==> src/rtl/fetch_ctrl.sv <==
// Fetch-address generator and icache request sequencer.
// Holds the current fetch PC, keeps at most one icache request outstanding,
// pushes two-instruction groups into the instruction buffer on each response,
// and handles flush redirects, stall replay, buffer backpressure and
// misaligned fetch addresses (ADEF).
module fetch_ctrl #(
  parameter logic [31:0] RESET_PC = 32'h1c00_0000
) (
  input  logic             clk,
  input  logic             rst_n,
  input  logic             flush,
  input  logic [31:0]      new_pc,
  input  logic             stall,
  input  logic             buffer_full,
  output logic             fetch_req,
  output logic [31:0]      fetch_addr,
  input  logic             fetch_ack,
  input  logic             resp_valid,
  input  logic [1:0]       pre_taken_or_not,
  input  logic [31:0]      pre_branch_addr,
  output logic [1:0]       icache_fetch_inst_en,
  output logic [1:0][31:0] pc,
  output logic             adef
);

  typedef enum logic [1:0] {
    REQ     = 2'd0,
    WAIT    = 2'd1,
    DISCARD = 2'd2,
    ERR     = 2'd3
  } state_t;

  state_t      state;
  state_t      state_next;
  logic [31:0] cur_pc;
  logic [31:0] pc_next;
  logic        err_done;
  logic        err_report;
  logic        taken;
  logic [31:0] seq_pc;

  // Slot0 has priority: any taken slot redirects to the single predicted target.
  assign taken  = |pre_taken_or_not;
  assign seq_pc = cur_pc + 32'd8;

  // Fetch group base and per-slot PCs always reflect the current fetch PC.
  assign fetch_addr = cur_pc;
  assign pc[0]      = cur_pc;
  assign pc[1]      = cur_pc + 32'd4;

  // Next-state, next-PC and output decode; flush overrides every state.
  always_comb begin
    state_next           = state;
    pc_next              = cur_pc;
    fetch_req            = 1'b0;
    icache_fetch_inst_en = 2'b00;
    adef                 = 1'b0;
    err_report           = 1'b0;

    if (flush) begin
      pc_next = new_pc;
      // A request still in flight leaves a stale response to swallow.
      if ((state == WAIT || state == DISCARD) && !resp_valid) begin
        state_next = DISCARD;
      end else begin
        state_next = REQ;
      end
    end else begin
      case (state)
        REQ: begin
          if (cur_pc[1:0] != 2'b00) begin
            state_next = ERR;
          end else begin
            // rst_n gate keeps the request low while reset is held.
            fetch_req = rst_n && !stall && !buffer_full;
            if (fetch_req && fetch_ack) begin
              state_next = WAIT;
            end
          end
        end
        WAIT: begin
          if (resp_valid) begin
            state_next = REQ;
            // A stalled response is dropped and the same group is refetched.
            if (!stall) begin
              icache_fetch_inst_en = 2'b11;
              pc_next              = taken ? pre_branch_addr : seq_pc;
            end
          end
        end
        DISCARD: begin
          if (resp_valid) begin
            state_next = REQ;
          end
        end
        ERR: begin
          // Report the faulting address once, then idle until redirected.
          if (!err_done && !stall && !buffer_full) begin
            icache_fetch_inst_en = 2'b01;
            adef                 = 1'b1;
            err_report           = 1'b1;
          end
        end
        default: begin
          state_next = REQ;
        end
      endcase
    end
  end

  // State, fetch PC and one-shot ADEF report flag.
  always_ff @(posedge clk or negedge rst_n) begin
    if (!rst_n) begin
      state    <= REQ;
      cur_pc   <= RESET_PC;
      err_done <= 1'b0;
    end else begin
      state  <= state_next;
      cur_pc <= pc_next;
      if (flush || state != ERR) begin
        err_done <= 1'b0;
      end else if (err_report) begin
        err_done <= 1'b1;
      end
    end
  end

endmodule

==> config.mk <==
export PLATFORM = sky130hd
export DESIGN_NAME = fetch_ctrl
export DESIGN_NICKNAME = d
export VERILOG_FILES = /design/src/rtl/fetch_ctrl.sv
export SDC_FILE = /design/constraint.sdc
export NUM_CORES = 1
export LEC_CHECK = 0
export BUFFER_PORTS_ARGS = -buffer_cell sky130_fd_sc_hd__buf_2
export CORE_AREA = 2 2 96 98
export CTS_BUF_LIST = sky130_fd_sc_hd__clkbuf_8
export CTS_CLUSTER_SIZE = 30
export DETAILED_ROUTE_END_ITERATION = 10
export DIE_AREA = 0 0 98 100
export PLACE_DENSITY = 0.73
export SLEW_MARGIN = 40
export SYNTH_ARGS = -nofsm -noshare
export SYNTH_HDL_FRONTEND = slang
export SYNTH_SLANG_ARGS = --single-unit
==> constraint.sdc <==
create_clock -name clk -period 1.8 [get_ports clk]
set_input_delay 0.18 -clock clk [delete_from_list [all_inputs] [get_ports clk]]
set_output_delay 0.18 -clock clk [all_outputs]
set_load 0.02 [all_outputs]
==> results of run 1 <==
worst min path at each step:
stage                     cells after the start  slack (ns)  start                   endpoint
after floorplan                               0       -0.12  rst_n       err_done$_DFFE_PN0P_
after global placement                        2        0.33  rst_n       err_done$_DFFE_PN0P_
after detailed placement                      2        0.34  rst_n       err_done$_DFFE_PN0P_
after CTS                                     2        0.02  rst_n  fetch_addr[9]$_DFFE_PN0P_
after global routing                          2        0.06  rst_n  fetch_addr[9]$_DFFE_PN0P_
final                                         2        0.02  rst_n  fetch_addr[9]$_DFFE_PN0P_
registers in the layout, summed over array words and instances, names as in the netlist:
signal	flops
err_done	1
fetch_addr	32
state	2
Yosys cell counts (all sizes together), types with 2 or more instances:
library cell and instances:
a221o 2, xnor2 24, clkbuf 22, dfstp 3, or3 2, nand4 16
o21ai 28, a211oi 3, inv 7, a211o 3, nor3b 2, a21oi 50
nand3 34, nand2b 9, nor3 16, nor4 11, ha 5, buf 53
a31oi 3, o22ai 4, and3 6, mux2i 3, nor2 36, o211ai 2
or2 2, xor2 17, nand2 56, dfrtp 32
where the power goes:
group          switching [mW]  internal (mW)
Clock                   0.323          0.304
Combinational            1.23          0.918
Sequential              0.155          0.916
cell type report:
cell class / count / area [um^2] / area share, %
Multi-Input combinational cell: 350 / 2650 / 46.2
Timing Repair Buffer: 283 / 1910 / 33.4
Sequential cell: 35 / 903 / 15.8
Tap cell: 111 / 139 / 2.43
Clock buffer: 6 / 82.6 / 1.44
Inverter: 7 / 31.3 / 0.546
Clock inverter: 2 / 8.76 / 0.153
what timing repair did:
item / 4_1_cts / 5_1_grt
gates resized for setup: 75 / 50
setup buffers: 14 / 24
pin swaps: 44 / 36
setup endpoints to repair: 35 / 52
hold buffers: 0 / 0
layout by cell type (no fill, tap or decap), types with 19 or more instances in the layout:
master     n
buf_2    145
buf_4    110
a21oi_1   49
nand2_1   47
nor2_1    29
o21ai_0   23
nand3_1   22
buf_6     22
dfrtp_2   19
metrics by stage:
stage | power (mW) | instance area [um^2] | setup slack, ns | util, % | setup TNS [ns]
2_1_floorplan | 2.37 | 3750 | -0.174 | - | -1.43
3_3_place_gp | 2.90 | 4860 | -0.0591 | 54.7 | -0.191
3_5_place_dp | 2.95 | 4860 | -0.0870 | 54.7 | -0.423
4_1_cts | 3.70 | 5370 | -0.317 | 60.4 | -5.62
5_1_grt | 4.07 | 5730 | -0.466 | 64.4 | -8.54
6_report | 3.85 | 5730 | -0.357 | 64.4 | -6.13
layer usage:
layer	global-route usage (%)	up-vias	wire, um
met4	7.05	0	228
met5	0	-	0
met1	34.8	2009	5380
met2	46.2	234	6850
li1	-	2028	-
met3	4.32	17	1150
worst max-delay path: cells and delay by family (launching register included):
family | cells | cell delay [ns]
xor+xnor | 1 | 0.24
buf+inv | 2 | 0.34
flops | 1 | 0.43
simple gates | 4 | 0.68
logic make-up after synthesis:
family | Yosys count
and+or+nand+nor | 197
adders and majority gates | 5
xor gates and xnor gates | 41
muxes | 4
AOI/OAI and AO/OA | 103
buffers and inverters | 82
DFF | 35
==> results.json, run 1 <==
{
  "status": "finished, violations left",
  "violations": "setup timing",
  "whs_ns": 0.0160,
  "syn_inst": 467,
  "critPathMaxStageDelay_ns": 0.43,
  "fin_ws_ns": -0.357,
  "synth_xor_area_share_pct": 10.4,
  "hpwl_mm": 9.71,
  "numCtsBuffers": 5,
  "power_density_nw_per_um2": 673,
  "ys_seq_elements": 35,
  "syn_area_um2": 3440,
  "std_cell_rows": 35,
  "io_buffers": 172,
  "synth_seq_area_share_pct": 25.6,
  "clockBufferDepth": 2,
  "ys_types": 53,
  "syn_area_per_cell_um2": 7.37,
  "die_h_um": 100,
  "cts_root_buffer": "clkbuf_8",
  "crit_required_ns": 1.62,
  "layout.cells.non_filler": 794,
  "async_flop_share_pct": 100,
  "ff2ff_setup_slack_ns": -0.11,
  "placedCellCount": 751,
  "synth_top_family_by_area": "simple AND/OR/NAND/NOR gates",
  "synth_nets": 545,
  "cpMostUsedCell": "buf_4",
  "drive_gt1_share_pct": 57.8,
  "max_freq_mhz": 464,
  "worstReg2RegEnd": "fetch_addr[9]$_DFFE_PN0P_",
  "yosys_warnings": 0,
  "core-area_um2": 8890,
  "maxCapViolations": 0,
  "routedWlPerCell_um": 17.1,
  "rr_worst_depth": 10,
  "htreeDepth": 2,
  "synth_compound_area_share_pct": 17.0,
  "cp-endpoint": "pc[56]",
  "die_width_um": 98,
  "track_usage_pct": 26.7,
  "clk-insertion-delay-late_ns": 0.31,
  "p_leak_nw": 2.80,
  "rsz0062_at_grt": "yes",
  "globalRouteOverflowTotal": 0,
  "clk_pin_slew_ns": 0.08,
  "wl_mm": 13.6,
  "postRouteAntennaNets": 0,
  "post-route-min-period_ns": 2.16,
  "drtIter0Drc": 303,
  "tightest_slew_ns": 0.498,
  "ir_drop_mv": 0.430,
  "synth_edf_count": 0,
  "antenna_found_initial": 0,
  "critical_path.endpoint_type": "primary output",
  "tritoncts": "built",
  "grt_pass1_vias": 4062,
  "n_antenna_cell": 0,
  "nets": 760,
  "cp_cell_sequence": "nand3_4 -> nor2_4 -> nand3_1 -> buf_4 -> nor4_4 -> xor2_1 -> buf_4",
  "clock-sinks": 35,
  "yosys.area.top_type_share_pct": 23.3,
  "viasPerCell": 5.40,
  "grt_max_degree": 36,
  "grt_pass1_wl_mm": 21.0,
  "setup_viol": 29,
  "dr.pass1.iters": 5,
  "synth.mux.area_fraction_pct": 1.20,
  "fillCellCount": 759,
  "cp.arrival_ns": 1.98,
  "start_util_pct": 38.7,
  "hold_viol_final": 0,
  "synth_area_leader_cell": "dfrtp_1",
  "r2r-start": "fetch_addr[3]$_DFFE_PN0P_",
  "finalCritPeriodShare_pct": 120,
  "cp-startpoint": "fetch_addr[16]$_DFFE_PN0P_",
  "cp-start-kind": "flop",
  "drc": 0,
  "maxSlewHeadroom_pct": 66.8,
  "die-area_um2": 9800,
  "hold_class": "in2async",
  "skew_ns": 0.0100,
  "synthTopCellsByArea": "dfrtp_1 (23%), buf_4 (8.5%), a21oi_1 (7.3%)",
  "slew_viol_final": 0,
  "routabilityCongestion": 0.858,
  "crit_fanout": 3,
  "crit_type": "reg2out",
  "yosys.area_share.simple_pct": 30.4,
  "vias": 4288,
  "synth_ff_type": "dfrtp_1",
  "layout-area-overhead-vs-synth_pct": 66.3,
  "yosys.area_share.adder_pct": 1.82,
  "io_pins": 173,
  "slowest_stage": "dfrtp_1"
}
Note: power is estimated with default switching activity, not from simulation.
==> run 2: changes to the inputs <==
- CORE_AREA: 2 2 96 98 -> 2 2 93 95
- DIE_AREA: 0 0 98 100 -> 0 0 95 97
- PLACE_DENSITY: 0.73 -> 0.77
==> results.json, run 2 (same netlist as run 1, synthesis figures left out) <==
{
  "status": "finished, violations left",
  "violations": "setup timing",
  "die_h_um": 97,
  "numCtsBuffers": 5,
  "fin_area_um2": 5690,
  "cp-endpoint": "pc[52]",
  "ir_drop_mv": 0.502,
  "nets": 765,
  "start_util_pct": 42.3,
  "ff2ff_setup_slack_ns": -0.08,
  "layout_common_cells": "buf_2 (145), buf_4 (115), a21oi_1 (49), nand2_1 (47), nor2_1 (30)",
  "globalRouteOverflowTotal": 0,
  "critical_path.endpoint_type": "primary output",
  "layout.cells.non_filler": 793,
  "r2r-start": "fetch_addr[21]$_DFFE_PN0P_",
  "maxCapViolations": 0,
  "p_clk_share_pct": 16.4,
  "dpl_cell_area_um2": 4820,
  "utilization_pct": 70.0,
  "finalCritPeriodShare_pct": 120,
  "crit_type": "reg2out",
  "path_delay_family": "simple AND/OR/NAND/NOR gates",
  "htreeDepth": 2,
  "path_buf_inv": 1,
  "antenna_found_initial": 1,
  "dr.pass1.iters": 5,
  "grt_pass1_vias": 4325,
  "hold_class": "in2async",
  "maxSlewHeadroom_pct": 66.0,
  "p_leak_nw": 2.80,
  "cp.depth": 6,
  "viasPerCell": 5.82,
  "pre_cts_ws_ns": -0.0584,
  "clk-insertion-delay-late_ns": 0.30,
  "whs_ns": 0.0535,
  "hpwl_mm": 9.93,
  "multiInputGateArea_um2": 2610,
  "crit_fanout": 4,
  "cp.arrival_ns": 1.98,
  "largest_reg_flops": 32,
  "cts_root_buffer": "clkbuf_8",
  "drive_gt1_share_pct": 57.8,
  "wl_mm": 15.0,
  "io_pins": 173,
  "swShare_pct": 44.9,
  "placedCellCount": 746,
  "cp_cell_sequence": "nand3_2 -> nor2_2 -> nand3_1 -> or3_1 -> xnor2_2 -> buf_4",
  "postRouteAntennaNets": 0,
  "die-area_um2": 9220,
  "fillCellCount": 567,
  "vias": 4614,
  "tritoncts": "built",
  "ctsHoldBuffers": 0,
  "slowest_stage": "dfrtp_1",
  "skew_ns": 0.0129,
  "layout_commonest_cell": "buf_2",
  "switchingPower_mw": 1.74,
  "routabilityCongestion": 0.987,
  "track_usage_pct": 29.1,
  "internal_power_mw": 2.13,
  "grt_max_degree": 36,
  "p_comb_share_pct": 56.0,
  "clk_pin_slew_ns": 0.09,
  "post-route-min-period_ns": 2.16,
  "seq_power_share_pct": 27.5,
  "setup_viol": 35,
  "seq_area_um2": 903,
  "crit_required_ns": 1.62,
  "clockBufferDepth": 2,
  "drc": 0,
  "slew_viol_final": 0,
  "n_antenna_cell": 0,
  "std_cell_rows": 33,
  "layout-area-overhead-vs-synth_pct": 65.4,
  "power_density_nw_per_um2": 680,
  "die_width_um": 95,
  "worstReg2RegEnd": "fetch_addr[30]$_DFFE_PN0P_",
  "finalSetupTns_ns": -6.29,
  "power_mw": 3.87,
  "rsz0062_at_grt": "yes",
  "tightest_slew_ns": 0.510,
  "critPathMaxStageDelay_ns": 0.41,
  "grt_pass1_wl_mm": 21.2,
  "io_buffers": 172,
  "rr_worst_depth": 6,
  "fin_ws_ns": -0.361,
  "hold_viol_final": 0,
  "drtIter0Drc": 462,
  "core-area_um2": 8130,
  "max_freq_mhz": 463,
  "cp-startpoint": "fetch_addr[16]$_DFFE_PN0P_",
  "clock-sinks": 35,
  "cp-start-kind": "flop",
  "routedWlPerCell_um": 18.9
}
==> run 2: changes by cell type in the layout (fill, tap and decap cells not counted), sizes merged <==
cell,delta
buf,+5
==> run 2: how the worst min path moves through the flow <==
stage | start | endpoint | slack (ns) | depth (start not counted)
final | rst_n | fetch_addr[16]$_DFFE_PN0P_ | 0.05 | 2
after global routing | rst_n | fetch_addr[5]$_DFFE_PN0P_ | 0.08 | 2
after CTS | rst_n | fetch_addr[1]$_DFFE_PN0P_ | 0.06 | 2
after detailed placement | rst_n | fetch_addr[1]$_DFFE_PN0P_ | 0.37 | 2
after global placement | rst_n | fetch_addr[1]$_DFFE_PN0P_ | 0.37 | 2
after floorplan | rst_n | err_done$_DFFE_PN0P_ | -0.12 | 0
==> run 2: repair_timing <==
action                                  4_1_cts  5_1_grt
endpoints found under the setup margin       33       44
pin swaps                                    35       33
gates cloned                                  0        0
setup buffers                                16       24
resized for setup                            66       57
==> run 2: power groups by stage <==
stage          clock, mW  combinational [mW]  sequential (mW)
3_5_place_dp           0                1.86             1.07
2_1_floorplan          0                1.20             1.17
5_1_grt            0.656                2.30             1.07
6_report           0.637                2.17             1.07
4_1_cts            0.628                2.00             1.05
3_3_place_gp           0                1.81             1.06
==> run 2: cell type report <==
class / count / share of cell area, %
clock buffers: 6 / 1.45
clock inverters: 2 / 0.154
inverters: 7 / 0.505
multi-input cells: 350 / 45.7
flip-flops and latches: 35 / 15.9
well taps: 105 / 2.31
repair buffers: 288 / 34.0
==> run 2: metal layers <==
metal	track usage, %	routed length [um]	part of all wire, %
met1	35.4	5530	37
met3	5.92	1380	9.2
met2	49.3	7380	49
met5	0	11	0.073
met4	11.8	699	4.7
==> run 2: worst reg2reg max path, stage by stage, from the launching register on <==
cell and delay, ns:
dfrtp_2 0.42, nand4_1 0.22, nor3_2 0.29, nor4b_4 0.37
buf_4 0.20, a21oi_2 0.05, a211o_1 0.22
